**src/rtl/pipe_stage_buf_pkg.sv**
```systemverilog
// Shared definitions for the inter-stage pipeline buffer: occupancy states,
// control-bundle bit positions and the NOP bundle presented on bubbles.
package pipe_pkg;

    typedef enum logic [1:0] {
        ST_EMPTY = 2'd0,
        ST_ONE   = 2'd1,
        ST_TWO   = 2'd2
    } buf_state_t;

    localparam int unsigned CTRL_W_DEF   = 11;
    localparam int unsigned CTRL_RW      = 0;
    localparam int unsigned CTRL_E       = 1;
    localparam int unsigned CTRL_SIZE_LO = 2;
    localparam int unsigned CTRL_SIZE_HI = 3;
    localparam int unsigned CTRL_RFLE    = 4;
    localparam int unsigned CTRL_L       = 5;

    localparam logic [CTRL_W_DEF-1:0] NOP_CTRL = '0;

endpackage

```
**src/rtl/pipe_stage_buf_if.sv**
```systemverilog
// Valid/ready stream carrying one control bundle, destination register and data word.
interface pipe_stage_buf_if #(
    parameter int unsigned CTRL_W = 11,
    parameter int unsigned RD_W   = 5,
    parameter int unsigned DATA_W = 32
);
    logic              valid;
    logic              ready;
    logic [CTRL_W-1:0] ctrl;
    logic [RD_W-1:0]   rd;
    logic [DATA_W-1:0] data;

    modport master (output valid, ctrl, rd, data, input ready);
    modport slave  (input valid, ctrl, rd, data, output ready);
endinterface

```
**src/rtl/pipe_stage_buf_entry.sv**
```systemverilog
// One buffer slot: valid flag plus ctrl/rd/data registers; clear wins over load.
module pipe_entry #(
    parameter int unsigned CTRL_W = 11,
    parameter int unsigned RD_W   = 5,
    parameter int unsigned DATA_W = 32
) (
    input  logic              clk,
    input  logic              reset,
    input  logic              load,
    input  logic              clear,
    input  logic [CTRL_W-1:0] d_ctrl,
    input  logic [RD_W-1:0]   d_rd,
    input  logic [DATA_W-1:0] d_data,
    output logic              valid,
    output logic [CTRL_W-1:0] q_ctrl,
    output logic [RD_W-1:0]   q_rd,
    output logic [DATA_W-1:0] q_data
);

    always_ff @(posedge clk or negedge reset) begin
        if (!reset) begin
            valid  <= 1'b0;
            q_ctrl <= '0;
            q_rd   <= '0;
            q_data <= '0;
        end else if (clear) begin
            valid  <= 1'b0;
            q_ctrl <= '0;
            q_rd   <= '0;
            q_data <= '0;
        end else if (load) begin
            valid  <= 1'b1;
            q_ctrl <= d_ctrl;
            q_rd   <= d_rd;
            q_data <= d_data;
        end
    end

endmodule

```
**src/rtl/pipe_stage_buf.sv**
```systemverilog
// Inter-stage pipeline buffer: head + optional skid slot behind a valid/ready
// handshake, with flush, NOP bubbles, a forwarding tap and a saturating stall counter.
module pipe_stage_buf
    import pipe_pkg::*;
#(
    parameter int unsigned CTRL_W   = 11,
    parameter int unsigned DATA_W   = 32,
    parameter int unsigned RD_W     = 5,
    parameter int unsigned RFLE_BIT = CTRL_RFLE,
    parameter int unsigned SKID     = 1,
    parameter int unsigned CNT_W    = 16
) (
    input  logic             clk,
    input  logic             reset,
    input  logic             flush,
    pipe_stage_buf_if.slave  up,
    pipe_stage_buf_if.master dn,
    output logic             fwd_we,
    output logic [RD_W-1:0]  fwd_rd,
    output logic [CNT_W-1:0] stall_cnt
);

    buf_state_t state, state_nxt;

    logic              head_valid, skid_valid;
    logic [CTRL_W-1:0] head_ctrl, skid_ctrl, head_d_ctrl;
    logic [RD_W-1:0]   head_rd, skid_rd, head_d_rd, out_rd;
    logic [DATA_W-1:0] head_data, skid_data, head_d_data;
    logic              head_load, head_clr, head_from_skid;
    logic              skid_load, skid_clr;
    logic              in_ready, xfer_in, xfer_out;

    // With a skid slot, in_ready comes straight from a register; without one it
    // must look at out_ready to keep full throughput through the single slot.
    assign in_ready = (SKID != 0) ? ~skid_valid : (~head_valid | dn.ready);
    assign up.ready = in_ready;
    assign xfer_in  = up.valid & in_ready;
    assign xfer_out = head_valid & dn.ready;

    always_ff @(posedge clk or negedge reset) begin
        if (!reset) state <= ST_EMPTY;
        else        state <= state_nxt;
    end

    always_comb begin
        state_nxt      = state;
        head_load      = 1'b0;
        head_clr       = 1'b0;
        head_from_skid = 1'b0;
        skid_load      = 1'b0;
        skid_clr       = 1'b0;
        if (flush) begin
            head_clr  = 1'b1;
            skid_clr  = 1'b1;
            state_nxt = ST_EMPTY;
        end else begin
            case (state)
                ST_EMPTY: begin
                    if (xfer_in) begin
                        head_load = 1'b1;
                        state_nxt = ST_ONE;
                    end
                end
                ST_ONE: begin
                    if (xfer_in && !xfer_out) begin
                        skid_load = 1'b1;
                        state_nxt = ST_TWO;
                    end else if (xfer_in) begin
                        head_load = 1'b1;
                    end else if (xfer_out) begin
                        head_clr  = 1'b1;
                        state_nxt = ST_EMPTY;
                    end
                end
                ST_TWO: begin
                    if (xfer_out) begin
                        head_load      = 1'b1;
                        head_from_skid = 1'b1;
                        skid_clr       = 1'b1;
                        state_nxt      = ST_ONE;
                    end
                end
                default: state_nxt = ST_EMPTY;
            endcase
        end
    end

    assign head_d_ctrl = head_from_skid ? skid_ctrl : up.ctrl;
    assign head_d_rd   = head_from_skid ? skid_rd   : up.rd;
    assign head_d_data = head_from_skid ? skid_data : up.data;

    pipe_entry #(.CTRL_W(CTRL_W), .RD_W(RD_W), .DATA_W(DATA_W)) u_head (
        .clk    (clk),
        .reset  (reset),
        .load   (head_load),
        .clear  (head_clr),
        .d_ctrl (head_d_ctrl),
        .d_rd   (head_d_rd),
        .d_data (head_d_data),
        .valid  (head_valid),
        .q_ctrl (head_ctrl),
        .q_rd   (head_rd),
        .q_data (head_data)
    );

    pipe_entry #(.CTRL_W(CTRL_W), .RD_W(RD_W), .DATA_W(DATA_W)) u_skid (
        .clk    (clk),
        .reset  (reset),
        .load   (skid_load),
        .clear  (skid_clr),
        .d_ctrl (up.ctrl),
        .d_rd   (up.rd),
        .d_data (up.data),
        .valid  (skid_valid),
        .q_ctrl (skid_ctrl),
        .q_rd   (skid_rd),
        .q_data (skid_data)
    );

    // An invalid head shows the NOP bundle so downstream sees no RF write or memory enable.
    assign out_rd   = head_valid ? head_rd : '0;
    assign dn.valid = head_valid;
    assign dn.ctrl  = head_valid ? head_ctrl : CTRL_W'(NOP_CTRL);
    assign dn.rd    = out_rd;
    assign dn.data  = head_data;
    assign fwd_we   = head_valid & head_ctrl[RFLE_BIT];
    assign fwd_rd   = out_rd;

    always_ff @(posedge clk or negedge reset) begin
        if (!reset) begin
            stall_cnt <= '0;
        end else if (head_valid && !dn.ready && stall_cnt != '1) begin
            stall_cnt <= stall_cnt + 1'b1;
        end
    end

endmodule

```
**src/flat_wrapper.sv**
```systemverilog
// flat-port wrapper written by rule: the top's interface ports become plain ports
module pipe_stage_buf_flat import pipe_pkg::*;
#(
    parameter int unsigned CTRL_W   = 11,
    parameter int unsigned DATA_W   = 32,
    parameter int unsigned RD_W     = 5,
    parameter int unsigned RFLE_BIT = CTRL_RFLE,
    parameter int unsigned SKID     = 1,
    parameter int unsigned CNT_W    = 16
)
  (clk, reset, flush, fwd_we, fwd_rd, stall_cnt, up_valid, up_ctrl, up_rd, up_data, up_ready, dn_valid, dn_ctrl, dn_rd, dn_data, dn_ready);
  pipe_stage_buf_if #(.CTRL_W(CTRL_W), .RD_W(RD_W), .DATA_W(DATA_W)) up_i ();
  pipe_stage_buf_if #(.CTRL_W(CTRL_W), .RD_W(RD_W), .DATA_W(DATA_W)) dn_i ();
  input  logic clk;
  input  logic reset;
  input  logic flush;
  output logic fwd_we;
  output logic [RD_W-1:0] fwd_rd;
  output logic [CNT_W-1:0] stall_cnt;
  input wire logic [$bits(up_i.valid)-1:0] up_valid;
  input wire logic [$bits(up_i.ctrl)-1:0] up_ctrl;
  input wire logic [$bits(up_i.rd)-1:0] up_rd;
  input wire logic [$bits(up_i.data)-1:0] up_data;
  output wire logic [$bits(up_i.ready)-1:0] up_ready;
  output wire logic [$bits(dn_i.valid)-1:0] dn_valid;
  output wire logic [$bits(dn_i.ctrl)-1:0] dn_ctrl;
  output wire logic [$bits(dn_i.rd)-1:0] dn_rd;
  output wire logic [$bits(dn_i.data)-1:0] dn_data;
  input wire logic [$bits(dn_i.ready)-1:0] dn_ready;
  assign up_i.valid = up_valid;
  assign up_i.ctrl = up_ctrl;
  assign up_i.rd = up_rd;
  assign up_i.data = up_data;
  assign up_ready = up_i.ready;
  assign dn_valid = dn_i.valid;
  assign dn_ctrl = dn_i.ctrl;
  assign dn_rd = dn_i.rd;
  assign dn_data = dn_i.data;
  assign dn_i.ready = dn_ready;
  pipe_stage_buf #(.CTRL_W(CTRL_W), .DATA_W(DATA_W), .RD_W(RD_W), .RFLE_BIT(RFLE_BIT), .SKID(SKID), .CNT_W(CNT_W)) u_core (.clk(clk), .reset(reset), .flush(flush), .up(up_i), .dn(dn_i), .fwd_we(fwd_we), .fwd_rd(fwd_rd), .stall_cnt(stall_cnt));
endmodule
```
**config.mk**
```make
export PLATFORM = sky130hd
export DESIGN_NAME = pipe_stage_buf_flat
export DESIGN_NICKNAME = d
export VERILOG_FILES = /design/src/rtl/pipe_stage_buf_pkg.sv /design/src/rtl/pipe_stage_buf_if.sv /design/src/rtl/pipe_stage_buf_entry.sv /design/src/rtl/pipe_stage_buf.sv /design/src/flat_wrapper.sv
export SDC_FILE = /design/constraint.sdc
export NUM_CORES = 1
export LEC_CHECK = 0
export BUFFER_PORTS_ARGS = -buffer_cell sky130_fd_sc_hd__buf_2
export CAP_MARGIN = 15
export CORE_MARGIN = 2
export CORE_UTILIZATION = 28
export DETAILED_ROUTE_END_ITERATION = 10
export SLEW_MARGIN = 20
export SYNTH_ARGS = -nofsm -noshare
export SYNTH_HDL_FRONTEND = slang
export SYNTH_SLANG_ARGS = --single-unit
```
**constraint.sdc**
```tcl
create_clock -name clk -period 2.3 [get_ports clk]
set_input_delay 0 -clock clk [delete_from_list [all_inputs] [get_ports clk]]
set_output_delay 0 -clock clk [all_outputs]
set_load 0.03 [all_outputs]
```
# Yosys cells after proc, flatten, opt, wreduce, memory -nomap -nowiden
# Index checks and enable logic that the tools add are counted.
word_totals:
  ff_bits: 116
  inputBits: 53
classes:
  n_eq_ne: 7
  reduce_logical: 9
  n_mux: 43
  n_bitwise: 4
  addsub: 1
op_table:
  columns: ["operator", "n"]
  rows:
  - ["two-way mux 32 bit", 5]
  - ["two-way mux 11 bit", 6]
  - ["two-way mux 5 bit", 6]
  - ["two-way mux 1 bit", 18]
  - ["adder 16 x 1 -> 16 bit, second input constant", 1]
  - ["inequality test 16 bit, second input constant", 1]
  - ["two-way mux 2 bit", 6]
  - ["inequality test 3 x 2 -> 1 bit, second input constant", 2]
  - ["case mux 2 bit (3 select lines)", 1]
  - ["inequality test 4 x 2 -> 1 bit, second input constant", 1]
  - ["inequality test 4 bit, second input constant", 1]
  - ["AND reduction 4 bit", 1]
  - ["nonzero test 2 bit", 2]
  - ["AND 1 bit", 3]
  - ["logical AND 1 bit", 3]
  - ["case mux 1 bit (3 select lines)", 1]
  - ["== test 2 x 1 -> 1 bit, second input constant", 1]
  - ["== test 2 bit, second input constant", 1]
  - ["logical NOT 1 bit", 2]
  - ["logical NOT 2 bit", 1]
  - ["NOT 1 bit", 1]

# Logic depth before layout (Yosys ltp)
# Gate-level depths: netlist of the first run.
logic_depth:
  depth_word: 8
  depth_mapped: 7
  depth_no_buf: 5

# Hierarchy
# From an unflattened synthesis of the first run, not the netlist that was laid out.
unflattened:
  hier_cells: 487
  hier_area_um2: 5690.5
by_module_without_submodules:
  columns: ["module", "cells_per_inst", "seq_area_each_um2", "area_per_inst_um2", "instances"]
  rows:
  - ["pipe_entry", 158, 1226.2, 1984.4, 2]
  - ["pipe_stage_buf", 171, 450.4, 1721.7, 1]

# Least setup slack after synthesis of the first run
# Ideal clock, no wire load.
synth_path:
  path_type: "register to register"
  start: "register u_core.stall_cnt[0]"
  end: "register u_core.stall_cnt[14]"
  stages_incl_launch_ff: 6
  path_buffers: 0
  arrival_time_ns: 1.682
  period_less_slack_ns: 1.816
  slack_ns: 0.484
  cell_sequence: "dfrtp_1 ha_1 nand4_1 o41ai_4 or4_1 xnor2_1"
synth_via:
  elab_chain_len: 2
  word_cells_on_any_way: 3
  cone_classes: "add/sub (1); eq/ne (1); reduce/logical (1)"
synth_rtl:
  columns: ["item", "line", "rtl"]
  rows:
  - ["start, declared", "pipe_stage_buf.sv:20", "output logic [CNT_W-1:0] stall_cnt"]
  - ["start signal, assigned", "pipe_stage_buf.sv:133", "stall_cnt <= stall_cnt + 1'b1;"]
  - ["parallel branches: the longest is 2 deep, another holds adder 16 x 1 -> 16 bit", null, null]
# Parallel ways; which one is timed is not known.
# A chain may end at the register's enable or synchronous reset.

# Worst setup path in the final report of the first run
layout_path:
  start: "register u_core.state[1]"
  end: "register u_core.u_head.q_data[8]"
layout_via:
  elab_chain_len: 6
  word_cells_on_any_way: 13
  cone_classes: "eq/ne (2); mux (9); reduce/logical (2)"
layout_rtl:
  columns: ["item", "line", "rtl"]
  rows:
  - ["start, declared", "pipe_stage_buf.sv:23", "buf_state_t state, state_nxt;"]
  - ["start signal, assigned", "pipe_stage_buf.sv:42", "else state <= state_nxt;"]
  - ["== test 2 bit", "pipe_stage_buf.sv:57", "case (state)"]
  - ["two-way mux 1 bit", "pipe_stage_buf.sv:57", null]
  - ["two-way mux 1 bit", "pipe_stage_buf.sv:52", "if (flush) begin"]
  - ["two-way mux 32 bit", "pipe_stage_buf.sv:90", "assign head_d_data = head_from_skid ? skid_data : up.data;"]
  - ["two-way mux 32 bit", "pipe_stage_buf_entry.sv:31", "end else if (load) begin"]
  - ["two-way mux 32 bit", "pipe_stage_buf_entry.sv:26", "end else if (clear) begin"]
  - ["end signal, assigned", "pipe_stage_buf_entry.sv:35", "q_data <= d_data;"]
  - ["end, declared", "pipe_stage_buf_entry.sv:17", "output logic [DATA_W-1:0] q_data"]
# Several ways; a longest one is shown, not always the timed one. The select of a mux whose other input is x is not followed.

==> results.json, run 1 <==
{
  "wl_met2_um": 6270,
  "design.core.area_um2": 17900,
  "cp_cell_sequence": "nand3_1, or3_4, mux2i_1, o2bb2ai_1",
  "fmax_mhz": 505,
  "crit_slowest_cell": "or3_4",
  "min_period_ns": 1.98,
  "dieWidth_um": 139,
  "clockBufferDepth": 2,
  "grt_pass1_vias": 4154,
  "grt_start_max_net_pins": 59,
  "peakVddDrop_v": 0.000480,
  "avgRoutedWirePerCell_um": 16.2,
  "area_growth_pct": 39.0,
  "insertedDiodeCount": 0,
  "cts_resized": 0,
  "power.density_nw_per_um2": 851,
  "finalWorstSetupSlack_ns": 0.321,
  "cts_tree": "done",
  "critPathKind": "flop to flop",
  "rsz0062_at_grt": "false",
  "grt_pass1_wl_um": 21800,
  "wl_met1_um": 6140,
  "total_power_mw": 6.03,
  "clock_latency_ns": 0.41,
  "routabilityCongestion": 0.759,
  "fin_crit_sh": 0.860,
  "synth_area_um2": 5100,
  "start_util": 0.285,
  "hp-class": "primary input to flop",
  "slowest_delay_ns": 0.71,
  "avgSynthCellArea_um2": 12.9,
  "top_layer": "met4",
  "io_pins": 125,
  "wl_met3_um": 546,
  "cts-root-buf": "clkbuf_16",
  "cap_violations": 0,
  "viasPerCell": 4.86,
  "drc": 0,
  "synth_top_area_cell": "dfrtp_1",
  "synth_top_cell_area_share": 0.569,
  "setup_viol_count_final": 0,
  "final_cell_mix": "buf_2, dfrtp_1, dlygate4sd3_1",
  "fin_skew_ns": 0.00780,
  "post-place-ws_ns": 0.365,
  "clock-sinks": 116,
  "num_rows": 49,
  "antenna_found_initial": 0,
  "numCtsBuffers": 17,
  "port_buffers": 124,
  "worstSetupStartpointType": "flop",
  "die_y_um": 139,
  "ys_seq_elements": 116,
  "leakage_nw": 3.71,
  "dieArea_um2": 19300,
  "synthesis.nets": 449,
  "slew-limit-headroom": 0.368,
  "drive_above_1_share": 0.304,
  "worstMarginPinSlew_ns": 0.949,
  "final_common_cell": "buf_2",
  "critPathArrivalTime_ns": 2.26,
  "final-max-slew-violation-count": 0,
  "grt_usage": 0.142,
  "stdcell_count": 808,
  "seq_area_frac_synth": 0.569,
  "regToRegSetupSlack_ns": 0.32,
  "synthTopCellsByArea": "dfrtp_1, mux2i_1, a22o_1, o2bb2ai_1, and2_1",
  "status": "finished, final reports clean",
  "netlist_instances": 395,
  "critPathTopFamily": "simple AND/OR/NAND/NOR gates",
  "worstPathRequired_ns": 2.58,
  "grt_overflow": 0,
  "drt_pass1_iterations": 6,
  "netlist-cell-type-count": 40,
  "dp.final_hpwl_um": 8210,
  "nets": 620,
  "cts_htree_levels": 4,
  "drt_wl_total_um": 13100,
  "dp_cells": 724,
  "drtIter0Drc": 219,
  "via_count": 3924,
  "fin_setup_tns_ns": 0,
  "antenna_left": 0,
  "clk_pin_slew_ns": 0.05,
  "hold_viol": 0,
  "path_buf_inv": 0,
  "cp_max_fo": 48,
  "yosysWarnings": 0,
  "end_kind": "flop"
}
[synth_stat cells]
cell / instances
or3_1: 1
nor2_1: 8
a21oi_1: 3
nand2_1: 10
nand2b_1: 2
nand3_1: 8
ha_1: 1
mux2i_1: 49
a211oi_1: 2
nor4_2: 1
buf_4: 7
nor4_1: 2
o41a_1: 1
o2bb2ai_1: 48
xor2_1: 7
a311oi_1: 1
o21ai_0: 1
or4_1: 2
xnor2_1: 8
nor3_1: 3
buf_2: 13
o41ai_4: 1
dfrtp_1: 116
or3b_1: 1
mux2_2: 1
clkbuf_1: 11
nand4_1: 7
o21ba_2: 1
o21bai_1: 1
nor2b_1: 1
and2_1: 16
nand3b_1: 1
nor3b_1: 2
or2_2: 1
inv_1: 1
and3b_1: 1
a22o_1: 48
and3_1: 1
and4_1: 1
buf_6: 5
[logic make-up after synthesis]
| kind of cell | after synthesis | share of synthesized area |
|---|---|---|
| mux | 50 | 0.0984 |
| simple gates | 69 | 0.0770 |
| buf+inv | 37 | 0.0429 |
| fa+ha+maj | 1 | 0.00245 |
| xor+xnor | 15 | 0.0258 |
| compound gates | 107 | 0.184 |
| flops | 116 | 0.569 |
[stage by stage]
stage	instance area, um^2	hold slack (ns)	utilization
after global placement	5960	0.0848	0.333
after CTS	7090	0.0543	0.396
after global routing	7090	0.110	0.396
final	7090	0.0808	0.396
after detailed placement	5960	0.0980	0.333
after floorplan	5100	-0.296	-
[power by group]
group / switching [mW] / internal, mW
sequential: 0.147 / 2.22
combinational: 0.596 / 0.362
clock: 0.901 / 1.81
total: 1.64 / 4.39
[final cells by class]
| class | instances | area, um^2 |
|---|---|---|
| Fill cell | 1722 | 10800 |
| Tap cell | 229 | 287 |
| Timing Repair Buffer | 188 | 1260 |
| Clock buffer | 23 | 488 |
| Clock inverter | 9 | 125 |
| Multi-Input combinational cell | 242 | 2030 |
| Inverter | 1 | 3.75 |
| Sequential cell | 116 | 2900 |
[registers in the layout, indices dropped and copies added, names as in the netlist]
| signal | count |
|---|---|
| u_core.u_skid.q_ctrl | 11 |
| u_core.stall_cnt | 16 |
| u_core.u_head.q_data | 32 |
| u_core.u_head.q_ctrl | 11 |
| u_core.state | 2 |
| u_core.u_skid.valid | 1 |
| u_core.u_skid.q_data | 32 |
| u_core.u_skid.q_rd | 5 |
| u_core.u_head.valid | 1 |
| u_core.u_head.q_rd | 5 |
[final timing paths]
path	from	end	cells past startpoint
setup / recovery	u_core.state[1]$_DFFE_PN0P_	u_core.u_head.q_data[8]$_DFFE_PN0P_	4
hold / removal	up_valid	u_core.u_head.valid$_DFFE_PN0P_	5
setup reg to reg	u_core.state[1]$_DFFE_PN0P_	u_core.u_head.q_data[8]$_DFFE_PN0P_	4
hold reg to reg	u_core.u_head.q_ctrl[2]$_DFFE_PN0P_	u_core.u_head.q_ctrl[2]$_DFFE_PN0P_	1
max in group asynchronous	reset	u_core.u_head.q_data[21]$_DFFE_PN0P_	3
min in group asynchronous	reset	u_core.u_skid.q_ctrl[10]$_DFFE_PN0P_	2
[worst reg2reg max path, stage by stage (launching register included)]
cell and delay [ns]:
dfrtp_1 0.46, nand3_1 0.18, or3_4 0.71, mux2i_1 0.42
o2bb2ai_1 0.09
[per-layer routing]
metal,up-vias,GRT usage
met3,8,0.0439
met1,1996,0.186
met4,0,0.0415
li1,1823,-
met2,97,0.227
met5,-,0
[repair_timing]
item,in CTS,in global routing
endpoints found under the hold margin,150,0
hold buffers,52,0
buffers inserted,0,0
Note: power is estimated with default switching activity, not from simulation.
==> inputs of run 2 (changes only) <==
--- a/config.mk
+++ b/config.mk
@@ -12,2 +12,3 @@
 export DETAILED_ROUTE_END_ITERATION = 10
+export RECOVER_POWER = 25
 export SLEW_MARGIN = 20
--- a/constraint.sdc
+++ b/constraint.sdc
@@ -3,2 +3,2 @@
 set_output_delay 0 -clock clk [all_outputs]
-set_load 0.03 [all_outputs]
+set_load 0.05 [all_outputs]
==> run 2 against run 1 <==
Core utilization shrank 0.16 points. Count of clock-buffer cells in the layout is the same. Critical path depth is the same. Final area shrank 0.41%. Power grew 2.9%. Largest power group unchanged. Wire length is essentially flat. Sequential share of layout area grew 0.17 points. Maximum frequency grew 0.33%. Register-to-register slack is essentially flat. Sequential power is essentially flat. Non-clock buffer count is the same.
==> results.json, run 2 (synthesis results as in run 1) <==
{
  "drc": 0,
  "grt_pass1_vias": 4154,
  "antenna_left": 0,
  "critPathArrivalTime_ns": 2.25,
  "antenna_found_initial": 0,
  "hold_path_end": "u_core.u_head.valid$_DFFE_PN0P_",
  "dieWidth_um": 139,
  "timing.rr.end": "u_core.u_head.q_data[8]$_DFFE_PN0P_",
  "grt_overflow": 0,
  "clock-sinks": 116,
  "die_y_um": 139,
  "drt_wl_total_um": 13000,
  "power.density_nw_per_um2": 879,
  "clk_pin_slew_ns": 0.05,
  "drtIter0Drc": 222,
  "final-max-slew-violation-count": 0,
  "top_regs": "u_core.u_head.q_data: 32 flops, u_core.u_skid.q_data: 32 flops, u_core.stall_cnt: 16 flops",
  "drt_pass1_iterations": 6,
  "fin_setup_tns_ns": 0,
  "end_kind": "flop",
  "peakVddDrop_v": 0.000481,
  "cts_setup_buffers": 0,
  "area_growth_pct": 38.4,
  "worstPathRequired_ns": 2.58,
  "hp-class": "primary input to flop",
  "hold_depth": 5,
  "min_period_ns": 1.97,
  "setup_viol_count_final": 0,
  "start_util": 0.285,
  "via_count": 3905,
  "hold_viol": 0,
  "cp_max_fo": 48,
  "hold_ws_ns": 0.0848,
  "io_pins": 125,
  "reg2reg_from": "u_core.state[1]$_DFFE_PN0P_",
  "dieArea_um2": 19300,
  "fin_crit_sh": 0.858,
  "clockBufferDepth": 2,
  "insertedDiodeCount": 0,
  "cts-root-buf": "clkbuf_16",
  "cts_htree_levels": 4,
  "regToRegSetupSlack_ns": 0.33,
  "drive_above_1_share": 0.271,
  "worstSetupStartpointType": "flop",
  "leakage_nw": 3.64,
  "numCtsBuffers": 17,
  "avgRoutedWirePerCell_um": 16.1,
  "num_rows": 49,
  "fin_skew_ns": 0.00774,
  "dp.final_hpwl_um": 8210,
  "fin_util": 0.394,
  "viasPerCell": 4.83,
  "design.core.area_um2": 17900,
  "cts_tree": "done",
  "fmax_mhz": 507,
  "status": "finished, final reports clean",
  "final_cell_mix": "dfrtp_1, buf_2, dlygate4sd3_1",
  "grt_pass1_wl_um": 21800,
  "clock_latency_ns": 0.41,
  "port_buffers": 124,
  "routabilityCongestion": 0.759,
  "cap_violations": 0,
  "grt_usage": 0.142,
  "grt_start_max_net_pins": 59,
  "final_common_cell": "dfrtp_1",
  "nets": 620,
  "holdCritStartpoint": "up_valid",
  "rsz0062_at_grt": "false",
  "reg2reg_depth": 4,
  "slew-limit-headroom": 0.0681,
  "critPathKind": "flop to flop",
  "worstMarginPinSlew_ns": 1.40
}
[run 2: report_power, final]
group | leakage (nW) | internal, mW | switching (mW) | total (mW)
combinational | 1.76 | 0.351 | 0.777 | 1.13
sequential | 1.58 | 2.22 | 0.148 | 2.36
clock | 0.299 | 1.81 | 0.903 | 2.71
total | 3.64 | 4.38 | 1.83 | 6.21
[run 2: worst max-delay path by stage]
stage	from	endpoint	depth (start not counted)
2_1_floorplan	u_core.stall_cnt[0]$_DFFE_PN0P_	u_core.stall_cnt[1]$_DFFE_PN0P_	4
3_3_place_gp	u_core.state[1]$_DFFE_PN0P_	u_core.u_head.q_data[30]$_DFFE_PN0P_	5
3_5_place_dp	u_core.u_head.valid$_DFFE_PN0P_	u_core.u_head.q_data[26]$_DFFE_PN0P_	4
4_1_cts	u_core.state[1]$_DFFE_PN0P_	u_core.u_head.q_data[8]$_DFFE_PN0P_	4
5_1_grt	u_core.state[1]$_DFFE_PN0P_	u_core.u_head.q_data[8]$_DFFE_PN0P_	4
6_report	u_core.state[1]$_DFFE_PN0P_	u_core.u_head.q_data[8]$_DFFE_PN0P_	4
[run 2: area by class of cell]
| class | instances | area, um^2 |
|---|---|---|
| Clock buffer | 23 | 488 |
| Timing Repair Buffer | 188 | 1230 |
| Multi-Input combinational cell | 242 | 2030 |
| Sequential cell | 116 | 2900 |
| Fill cell | 1734 | 10800 |
| Tap cell | 229 | 287 |
| Inverter | 1 | 3.75 |
| Clock inverter | 9 | 125 |
[run 2: metrics by stage]
step,std cells,setup WS (ns),instance area [um^2],power (mW)
2_1_floorplan,395,0.329,5100,3.11
3_3_place_gp,724,0.414,5960,3.46
3_5_place_dp,724,0.365,5960,3.48
4_1_cts,808,0.344,7090,6.30
5_1_grt,808,0.231,7060,6.51
6_report,808,0.328,7060,6.21
[run 2: critical path, cell delays in order, from the launching register on]
cell and delay (ns):
dfrtp_1 0.46, nand3_1 0.18, or3_4 0.71, mux2i_1 0.30, o2bb2ai_1 0.09
[run 2: repair_timing]
action,4_1_cts,5_1_grt
hold buffers,52,0
resized for setup,0,0
endpoints found under the hold margin,150,0
[run 2: per-layer routing]
layer / global-route usage / part of all wire / up-vias
met4: 0.0415 / 0.0074 / 0
li1: - / - / 1824
met5: 0 / 0 / -
met1: 0.186 / 0.47 / 1969
met2: 0.227 / 0.48 / 102
met3: 0.0439 / 0.048 / 10
==> inputs of run 3 (changes only) <==
Settings changed: CORE_UTILIZATION 28 to 53, PLACE_DENSITY set to 0.79.
==> run 3 against run 2 <==
Via count rose by 1.6%. Critical endpoint is now u_core.state[1]$_DFFE_PN0P_. Register-to-register slack worse by 0.12 ns. Hold slack better by 0.18 ns. Wire length shrank 4.8%. Clock power down 7%. Global-route usage is 11 points higher. Critical path type unchanged.
==> results.json, run 3 (synthesis results as in run 1) <==
{
  "area_growth_pct": 35.6,
  "stdcell_count": 710,
  "antenna_found_initial": 0,
  "cts_tree": "done",
  "cts_setup_buffers": 0,
  "clockBufferDepth": 2,
  "io_pins": 125,
  "worstSetupStartpointType": "flop",
  "reg2reg_depth": 4,
  "grt_start_max_net_pins": 57,
  "grt_pass1_wl_um": 20200,
  "drive_above_1_share": 0.305,
  "routabilityCongestion": 0.803,
  "post-place-ws_ns": 0.263,
  "hold_depth": 3,
  "die_y_um": 102,
  "avgRoutedWirePerCell_um": 17.5,
  "insertedDiodeCount": 0,
  "drc": 0,
  "start_util": 0.549,
  "slew-limit-headroom": 0.156,
  "drtIter0Drc": 171,
  "peakVddDrop_v": 0.000515,
  "power.density_nw_per_um2": 868,
  "fin_crit_sh": 0.911,
  "cts_resized": 0,
  "worstMarginPinSlew_ns": 1.27,
  "clock-sinks": 116,
  "grt_overflow": 0,
  "hp-class": "primary input to flop",
  "fin_skew_ns": 0.0133,
  "min_period_ns": 2.10,
  "clk_pin_slew_ns": 0.06,
  "dp_cells": 625,
  "drt_pass1_iterations": 4,
  "status": "finished, final reports clean",
  "fin_setup_tns_ns": 0,
  "via_count": 3968,
  "cts_htree_levels": 4,
  "final_cell_mix": "buf_2, dfrtp_1, dlygate4sd3_1",
  "fmax_mhz": 477,
  "dieWidth_um": 102,
  "dp.final_hpwl_um": 7490,
  "antenna_left": 0,
  "regToRegSetupSlack_ns": 0.20,
  "cts-root-buf": "clkbuf_8",
  "worstPathRequired_ns": 2.73,
  "end_kind": "flop",
  "top_regs": "u_core.u_head.q_data: 32 flops, u_core.u_skid.q_data: 32 flops, u_core.stall_cnt: 16 flops",
  "nets": 622,
  "nFillCells": 619,
  "clock_latency_ns": 0.50,
  "port_buffers": 124,
  "holdBufCountCts": 53,
  "grt_pass1_vias": 4126,
  "finalWorstSetupSlack_ns": 0.204,
  "design.core.area_um2": 9280,
  "critPathArrivalTime_ns": 2.52,
  "hold_viol": 0,
  "drt_wl_total_um": 12400,
  "grt_usage": 0.249,
  "numCtsBuffers": 17,
  "rsz0062_at_grt": "false",
  "leakage_nw": 3.68,
  "setup_viol_count_final": 0,
  "final-max-slew-violation-count": 0,
  "cp_max_fo": 8,
  "num_rows": 35,
  "critPathKind": "flop to flop",
  "cap_violations": 0,
  "dieArea_um2": 10400,
  "final_common_cell": "buf_2",
  "viasPerCell": 5.59
}
## run 3: cell types whose count changed in the layout (fill, tap and decap cells not counted), moves of 2 or more
cell / change
buf_2: +18
clkbuf_1: -19
clkbuf_8: -3
clkinv_2: -2
clkinv_4: +3
clkinvlp_4: +2
inv_6: +3
## run 3: stage by stage
stage / hold slack [ns] / power (mW) / cell area [um^2] / utilization
6_report: 0.267 / 6.01 / 6920 / 0.745
5_1_grt: 0.257 / 6.25 / 6920 / 0.745
4_1_cts: 0.0867 / 6.05 / 6940 / 0.747
3_5_place_dp: 0.0766 / 3.45 / 5840 / 0.629
3_3_place_gp: 0.0710 / 3.42 / 5840 / 0.629
2_1_floorplan: -0.296 / 3.11 / 5100 / -
## run 3: worst max-delay path, stage by stage, from the launching register on
cell	delay [ns]
dfrtp_1	0.46
nor3b_1	0.62
mux2i_1	0.16
a211oi_1	0.23
dlygate4sd3_1	0.57
## run 3: report_power, final
part	total, mW	leakage [nW]	switching, mW	internal [mW]
sequential	2.35	1.58	0.137	2.22
combinational	1.14	1.84	0.782	0.355
clock	2.52	0.268	0.968	1.55
total	6.01	3.68	1.89	4.12
## run 3: layout make-up
cell class	count	area, um^2	area share
well taps	129	161	0.0233
clock inverters	14	153	0.0221
inverters	1	3.75	0.000543
flip-flops and latches	116	2900	0.420
clock buffers	18	418	0.0604
multi-input cells	242	2020	0.292
repair buffers	190	1260	0.182
## run 3: path summary, 6_finish.rpt
check | endpoint | from
worst max-delay path | u_core.state[1]$_DFFE_PN0P_ | u_core.state[1]$_DFFE_PN0P_
min in group asynchronous | u_core.stall_cnt[13]$_DFFE_PN0P_ | reset
worst min-delay path | u_core.u_skid.q_data[10]$_DFFE_PN0P_ | up_data[10]
worst min register to register | u_core.u_head.q_data[7]$_DFFE_PN0P_ | u_core.u_head.q_data[7]$_DFFE_PN0P_
worst max register to register | u_core.state[1]$_DFFE_PN0P_ | u_core.state[1]$_DFFE_PN0P_
max in group asynchronous | u_core.u_skid.q_data[0]$_DFFE_PN0P_ | reset
## run 3: per-layer routing
metal	part of all wire	global-route usage	vias up
li1	-	-	1830
met1	0.44	0.337	2004
met2	0.50	0.400	128
met3	0.055	0.0684	6
met4	0.0045	0.0718	0
met5	0	0	-
